**config.mk**
```make
export PLATFORM = sky130hd
export DESIGN_NAME = dsp_mac
export DESIGN_NICKNAME = d
export VERILOG_FILES = /design/src/rtl/dsp_mac.sv
export SDC_FILE = /design/constraint.sdc
export NUM_CORES = 2
export LEC_CHECK = 0
export ABC_AREA = 0
export CORE_ASPECT_RATIO = 0.9
export CORE_MARGIN = 4
export CORE_UTILIZATION = 55
export DETAILED_ROUTE_END_ITERATION = 16
export MAX_ROUTING_LAYER = met4
export PLACE_DENSITY = 0.69
export SETUP_SLACK_MARGIN = 0.05
export SLEW_MARGIN = 25
export SYNTH_ARGS = -nofsm -noshare
export SYNTH_HDL_FRONTEND = slang
export SYNTH_SLANG_ARGS = --single-unit
```
**constraint.sdc**
```tcl
create_clock -name clock0 -period 22.6 [get_ports clock0]
set_clock_uncertainty 0.1 [all_clocks]
set_input_delay 4.52 -clock clock0 [delete_from_list [all_inputs] [get_ports clock0]]
set_output_delay 4.52 -clock clock0 [all_outputs]
set_load 0.01 [all_outputs]
```
**src/rtl/dsp_mac.sv**
```systemverilog
// dsp_mac: pipelined multiply-accumulate with MUL/MAC/MSUB/CHAIN modes and a valid pipeline with stall.
// Optional saturating accumulate is enabled by defining DSP_MAC_SAT_EN; otherwise results wrap.
module dsp_mac #(
  parameter int unsigned W      = 32,
  parameter int unsigned STAGES = 2
) (
  input  logic              clock0,
  input  logic              sclr0,
  input  logic              ena0,
  input  logic              in_valid,
  input  logic [W-1:0]      dataa_0,
  input  logic [W-1:0]      datab_0,
  input  logic              signa,
  input  logic              signb,
  input  logic [1:0]        op,
  input  logic [2*W-1:0]    chainin,
  output logic [2*W-1:0]    result,
  output logic              out_valid,
  output logic              ovf
);

  localparam int unsigned PW = 2 * W;

  typedef enum logic [1:0] {
    OP_MUL   = 2'b00,
    OP_MAC   = 2'b01,
    OP_MSUB  = 2'b10,
    OP_CHAIN = 2'b11
  } op_e;

  // Input capture stage
  logic          in_v_q;
  logic [W-1:0]  a_q;
  logic [W-1:0]  b_q;
  logic          sa_q;
  logic          sb_q;
  op_e           op_q;
  logic [PW-1:0] ch_q;

  always_ff @(posedge clock0) begin
    if (sclr0) begin
      in_v_q <= 1'b0;
    end else if (ena0) begin
      in_v_q <= in_valid;
    end
  end

  always_ff @(posedge clock0) begin
    if (ena0) begin
      a_q  <= dataa_0;
      b_q  <= datab_0;
      sa_q <= signa;
      sb_q <= signb;
      op_q <= op_e'(op);
      ch_q <= chainin;
    end
  end

  // Extending straight to 2W bits keeps the low 2W product bits identical to the (W+1)x(W+1) product.
  logic [PW-1:0] a_x;
  logic [PW-1:0] b_x;
  logic [PW-1:0] prod0;

  always_comb begin
    a_x   = {{W{sa_q & a_q[W-1]}}, a_q};
    b_x   = {{W{sb_q & b_q[W-1]}}, b_q};
    prod0 = a_x * b_x;
  end

  logic          fin_v;
  op_e           fin_op;
  logic          fin_sg;
  logic [PW-1:0] fin_ch;
  logic [PW-1:0] fin_p;

  generate
    if (STAGES == 1) begin : g_nopipe
      assign fin_v  = in_v_q;
      assign fin_op = op_q;
      assign fin_sg = sa_q | sb_q;
      assign fin_ch = ch_q;
      assign fin_p  = prod0;
    end else begin : g_pipe
      logic          pv  [1:STAGES-1];
      op_e           pop [1:STAGES-1];
      logic          psg [1:STAGES-1];
      logic [PW-1:0] pch [1:STAGES-1];
      logic [PW-1:0] pp  [1:STAGES-1];

      always_ff @(posedge clock0) begin
        if (sclr0) begin
          for (int unsigned i = 1; i < STAGES; i++) pv[i] <= 1'b0;
        end else if (ena0) begin
          pv[1] <= in_v_q;
          for (int unsigned i = 2; i < STAGES; i++) pv[i] <= pv[i-1];
        end
      end

      always_ff @(posedge clock0) begin
        if (ena0) begin
          pop[1] <= op_q;
          psg[1] <= sa_q | sb_q;
          pch[1] <= ch_q;
          pp[1]  <= prod0;
          for (int unsigned i = 2; i < STAGES; i++) begin
            pop[i] <= pop[i-1];
            psg[i] <= psg[i-1];
            pch[i] <= pch[i-1];
            pp[i]  <= pp[i-1];
          end
        end
      end

      assign fin_v  = pv[STAGES-1];
      assign fin_op = pop[STAGES-1];
      assign fin_sg = psg[STAGES-1];
      assign fin_ch = pch[STAGES-1];
      assign fin_p  = pp[STAGES-1];
    end
  endgenerate

  // Accumulate stage; the extra top bit of add_x is the unsigned carry/borrow.
  logic [PW-1:0] base;
  logic [PW:0]   add_x;
  logic [PW-1:0] sum;
  logic          ov;
  logic [PW-1:0] nxt_res;
  logic          nxt_ovf;

  always_comb begin
    base = (fin_op == OP_CHAIN) ? fin_ch : result;
    if (fin_op == OP_MSUB) begin
      add_x = {1'b0, base} - {1'b0, fin_p};
    end else begin
      add_x = {1'b0, base} + {1'b0, fin_p};
    end
    sum = add_x[PW-1:0];
    if (fin_sg) begin
      if (fin_op == OP_MSUB) begin
        ov = (base[PW-1] != fin_p[PW-1]) && (sum[PW-1] != base[PW-1]);
      end else begin
        ov = (base[PW-1] == fin_p[PW-1]) && (sum[PW-1] != base[PW-1]);
      end
    end else begin
      ov = add_x[PW];
    end
    nxt_res = sum;
    nxt_ovf = ov;
`ifdef DSP_MAC_SAT_EN
    // Signed overflow direction always follows the sign of the accumulator-side operand.
    if (ov) begin
      if (fin_sg) begin
        nxt_res = base[PW-1] ? {1'b1, {(PW-1){1'b0}}} : {1'b0, {(PW-1){1'b1}}};
      end else begin
        nxt_res = (fin_op == OP_MSUB) ? '0 : '1;
      end
    end
`endif
    if (fin_op == OP_MUL) begin
      nxt_res = fin_p;
      nxt_ovf = 1'b0;
    end
  end

  always_ff @(posedge clock0) begin
    if (sclr0) begin
      result    <= '0;
      ovf       <= 1'b0;
      out_valid <= 1'b0;
    end else if (ena0) begin
      out_valid <= fin_v;
      if (fin_v) begin
        result <= nxt_res;
        ovf    <= nxt_ovf;
      end
    end
  end

endmodule

```
==> metrics <==
Setup TNS=0 ns; compound-cell area share of the yosys netlist=0.0688; crit path kind=reg2reg; Area Growth Syn to Fin=8.36%; Routed Antenna Nets=0; critical path capture point type=flip-flop; Root Driver=clkbuf_16; drt initial violations=3263; TritonCTS Buffers=40; # port buffers=201; Syn. warnings=0; mux contribution to synthesized area=0.0142; post-DP HPWL=118000 µm; CTS tree=built; Synth Area in XOR/XNOR=0.0305; final instance area=0.0588 mm²; leading area contributor after synthesis=fa_1; Hold WS=0.313 ns; main combinational cell family by area after synthesis=adder cells; antenna violations before repair=2; Crit Path Max Fanout=19; Die ar.=0.104 mm²; Gate Count Post-Synth=5591; Residual DRC=0; measured slew at the worst slew-check pin=1.14 ns; Post-DP Area=0.0574 mm²; status=complete, no violations; Setup-failing EPs final=0; crit path DAT=9.71 ns; max layer used=met4; number of global-route vias before repair=41536; First-pass DRT Iterations=6; final hold violations=0; total gr overflow=0; # nets final=7173; Post-synth EDFFs=264; vias=39365; Final Max Slew Viols=0; Clock transition at path regs=0.06 ns; largest net degree at the start of global routing=145; first-pass GRT wire length=243000 µm; WL met2=66100 µm; # Post-CTS Setup Buffers=0; Syn Nets=7130; num ports=202; RSZ-0062 raised after global routing=no; Filler Cell Count=8219; Post-synth top flop=edfxtp_1; Req. time, crit path=22.93 ns; adder-cell share of the synthesized area=0.480; Post-synth top cells=1145 x inv_1, 1126 x fa_1, 859 x nand2_1; die outline width=339 µm; Cell variety after synth=74; Peak Freq=107 MHz; simple-gate area share of the yosys netlist=0.137; CTS H-Tree Depth=2; Slew headroom=0.238; Synth top area share=0.416; cts repair resizes=0; wire per inst=22.0 µm; Yosys reg bits=331; CORE AREA=0.0972 mm²; CP Launch Type=flip-flop; clk buf depth=3; Max Cap Viol=0; Initial Util=0.558; CTS sink count=331; routed wire length=152000 µm; most instantiated library cell after synthesis=inv_1; Hold Crit Class=reg2reg; period utilisation layout=0.415; register area share after synthesis=0.171; Async SR Flop Fraction=0; share of cells above drive strength 1=0.0429; wire length on met1=64300 µm; min Tclk post-route=9.38 ns; Die H=306 µm; hold_buf cts=0; Tot GR Track Use=0.312; Post-Syn Area=0.0542 mm²; Via density=5.68; Routed met3 length=17000 µm; GPL Wtd Cong=0.991; syn_area_per_cell=9.70 µm²; row count=108; Worst-Skew Late Latency=0.61 ns; Synth area leaders=fa_1 42%, edfxtp_1 15%, inv_1 7.9%
==> worst max-delay path: stages, from the launching register on <==
cell and delay, ns:
edfxtp_1 0.74, and2_1 0.62, nand2_1 0.19, inv_1 0.16
fa_1 0.48, fa_1 0.62, fa_1 0.51, inv_1 0.41
fa_1 0.57, inv_1 0.12, fa_1 0.45, fa_1 0.51
fa_1 0.50, inv_1 0.05, fa_1 0.50, inv_1 0.05
ha_1 0.35, a21o_1 0.19, a21o_1 0.17, a21o_1 0.18
a21o_1 0.17, a21oi_1 0.18, nand2_1 0.07, a21oi_1 0.53
o31a_1 0.32, o21ai_0 0.16, a311oi_1 0.32
==> registers in the layout (all words and copies together), names as in the netlist, 2 cells and up <==
register,count
ch_q,64
g_pipe.pch,64
g_pipe.pp,64
result,64
a_q,32
b_q,32
g_pipe.pop,2
op_q,2
==> logic make-up after synthesis <==
group / Yosys count
buffers and inverters: 1424
flip-flops: 331
XOR/XNOR: 189
AO/OA/AOI/OAI: 584
multiplexers: 69
AND/OR/NAND/NOR: 1591
adder cells (fa/ha/maj): 1403
==> final timing paths <==
check	from	endpoint	slack, ns	cells past startpoint
min	ch_q[8]	g_pipe.pch[1][8]	0.31	0
max	sa_q	g_pipe.pp[1][60]	13.22	26
min reg2reg	ch_q[8]	g_pipe.pch[1][8]	0.31	0
max reg2reg	sa_q	g_pipe.pp[1][60]	13.22	26
==> final cells by class <==
cell class	count	area (µm²)	area share
antenna	1	2.50	0.0000426
clock buffer	53	1100	0.0187
clock inverter	20	226	0.00385
inverter	1145	4300	0.0731
multi-input combinational	3836	39600	0.674
sequential	331	9270	0.158
tap	1265	1580	0.0269
timing repair buffer	280	2650	0.0451
==> placed cells by master (no fill, tap or decap), drive strengths merged, types with 6 or more instances in the layout <==
| master | count |
|---|---|
| o41ai | 6 |
| a41oi | 7 |
| buf | 81 |
| xor2 | 79 |
| mux2i | 7 |
| a21oi | 188 |
| clkdlybuf4s50 | 199 |
| nand3 | 44 |
| ha | 277 |
| o21bai | 22 |
| clkinv | 10 |
| nand2b | 20 |
| a311oi | 29 |
| xnor2 | 110 |
| a211oi | 14 |
| nand2 | 859 |
| o21a | 20 |
| o211ai | 15 |
| or3 | 22 |
| inv | 1151 |
| a21o | 54 |
| or2 | 15 |
| clkbuf | 53 |
| a31oi | 19 |
| and4 | 6 |
| edfxtp | 264 |
| o22ai | 8 |
| o31ai | 28 |
| fa | 1126 |
| nor2b | 14 |
| dfxtp | 67 |
| o21ai | 119 |
| mux2 | 62 |
| nand4 | 29 |
| and3 | 37 |
| nor2 | 145 |
| or4 | 11 |
| nor3 | 24 |
| and2 | 344 |
==> through the flow <==
step	utilization	cells	worst slack (ns)
after floorplan	-	5591	14.54
after global placement	0.591	6854	13.30
after detailed placement	0.591	6857	13.21
after CTS	0.605	6930	13.23
after global routing	0.605	6931	12.62
final	0.605	6931	13.22
==> per-layer routing <==
metal	vias up	GRT usage
li1	17241	-
met1	19921	0.431
met2	1927	0.458
met3	276	0.0814
met4	0	0.0894
met5	-	-
Power is left out: the tool's default activity adds up to more than one toggle a clock period on the data nets, which glitch-free logic cannot reach.
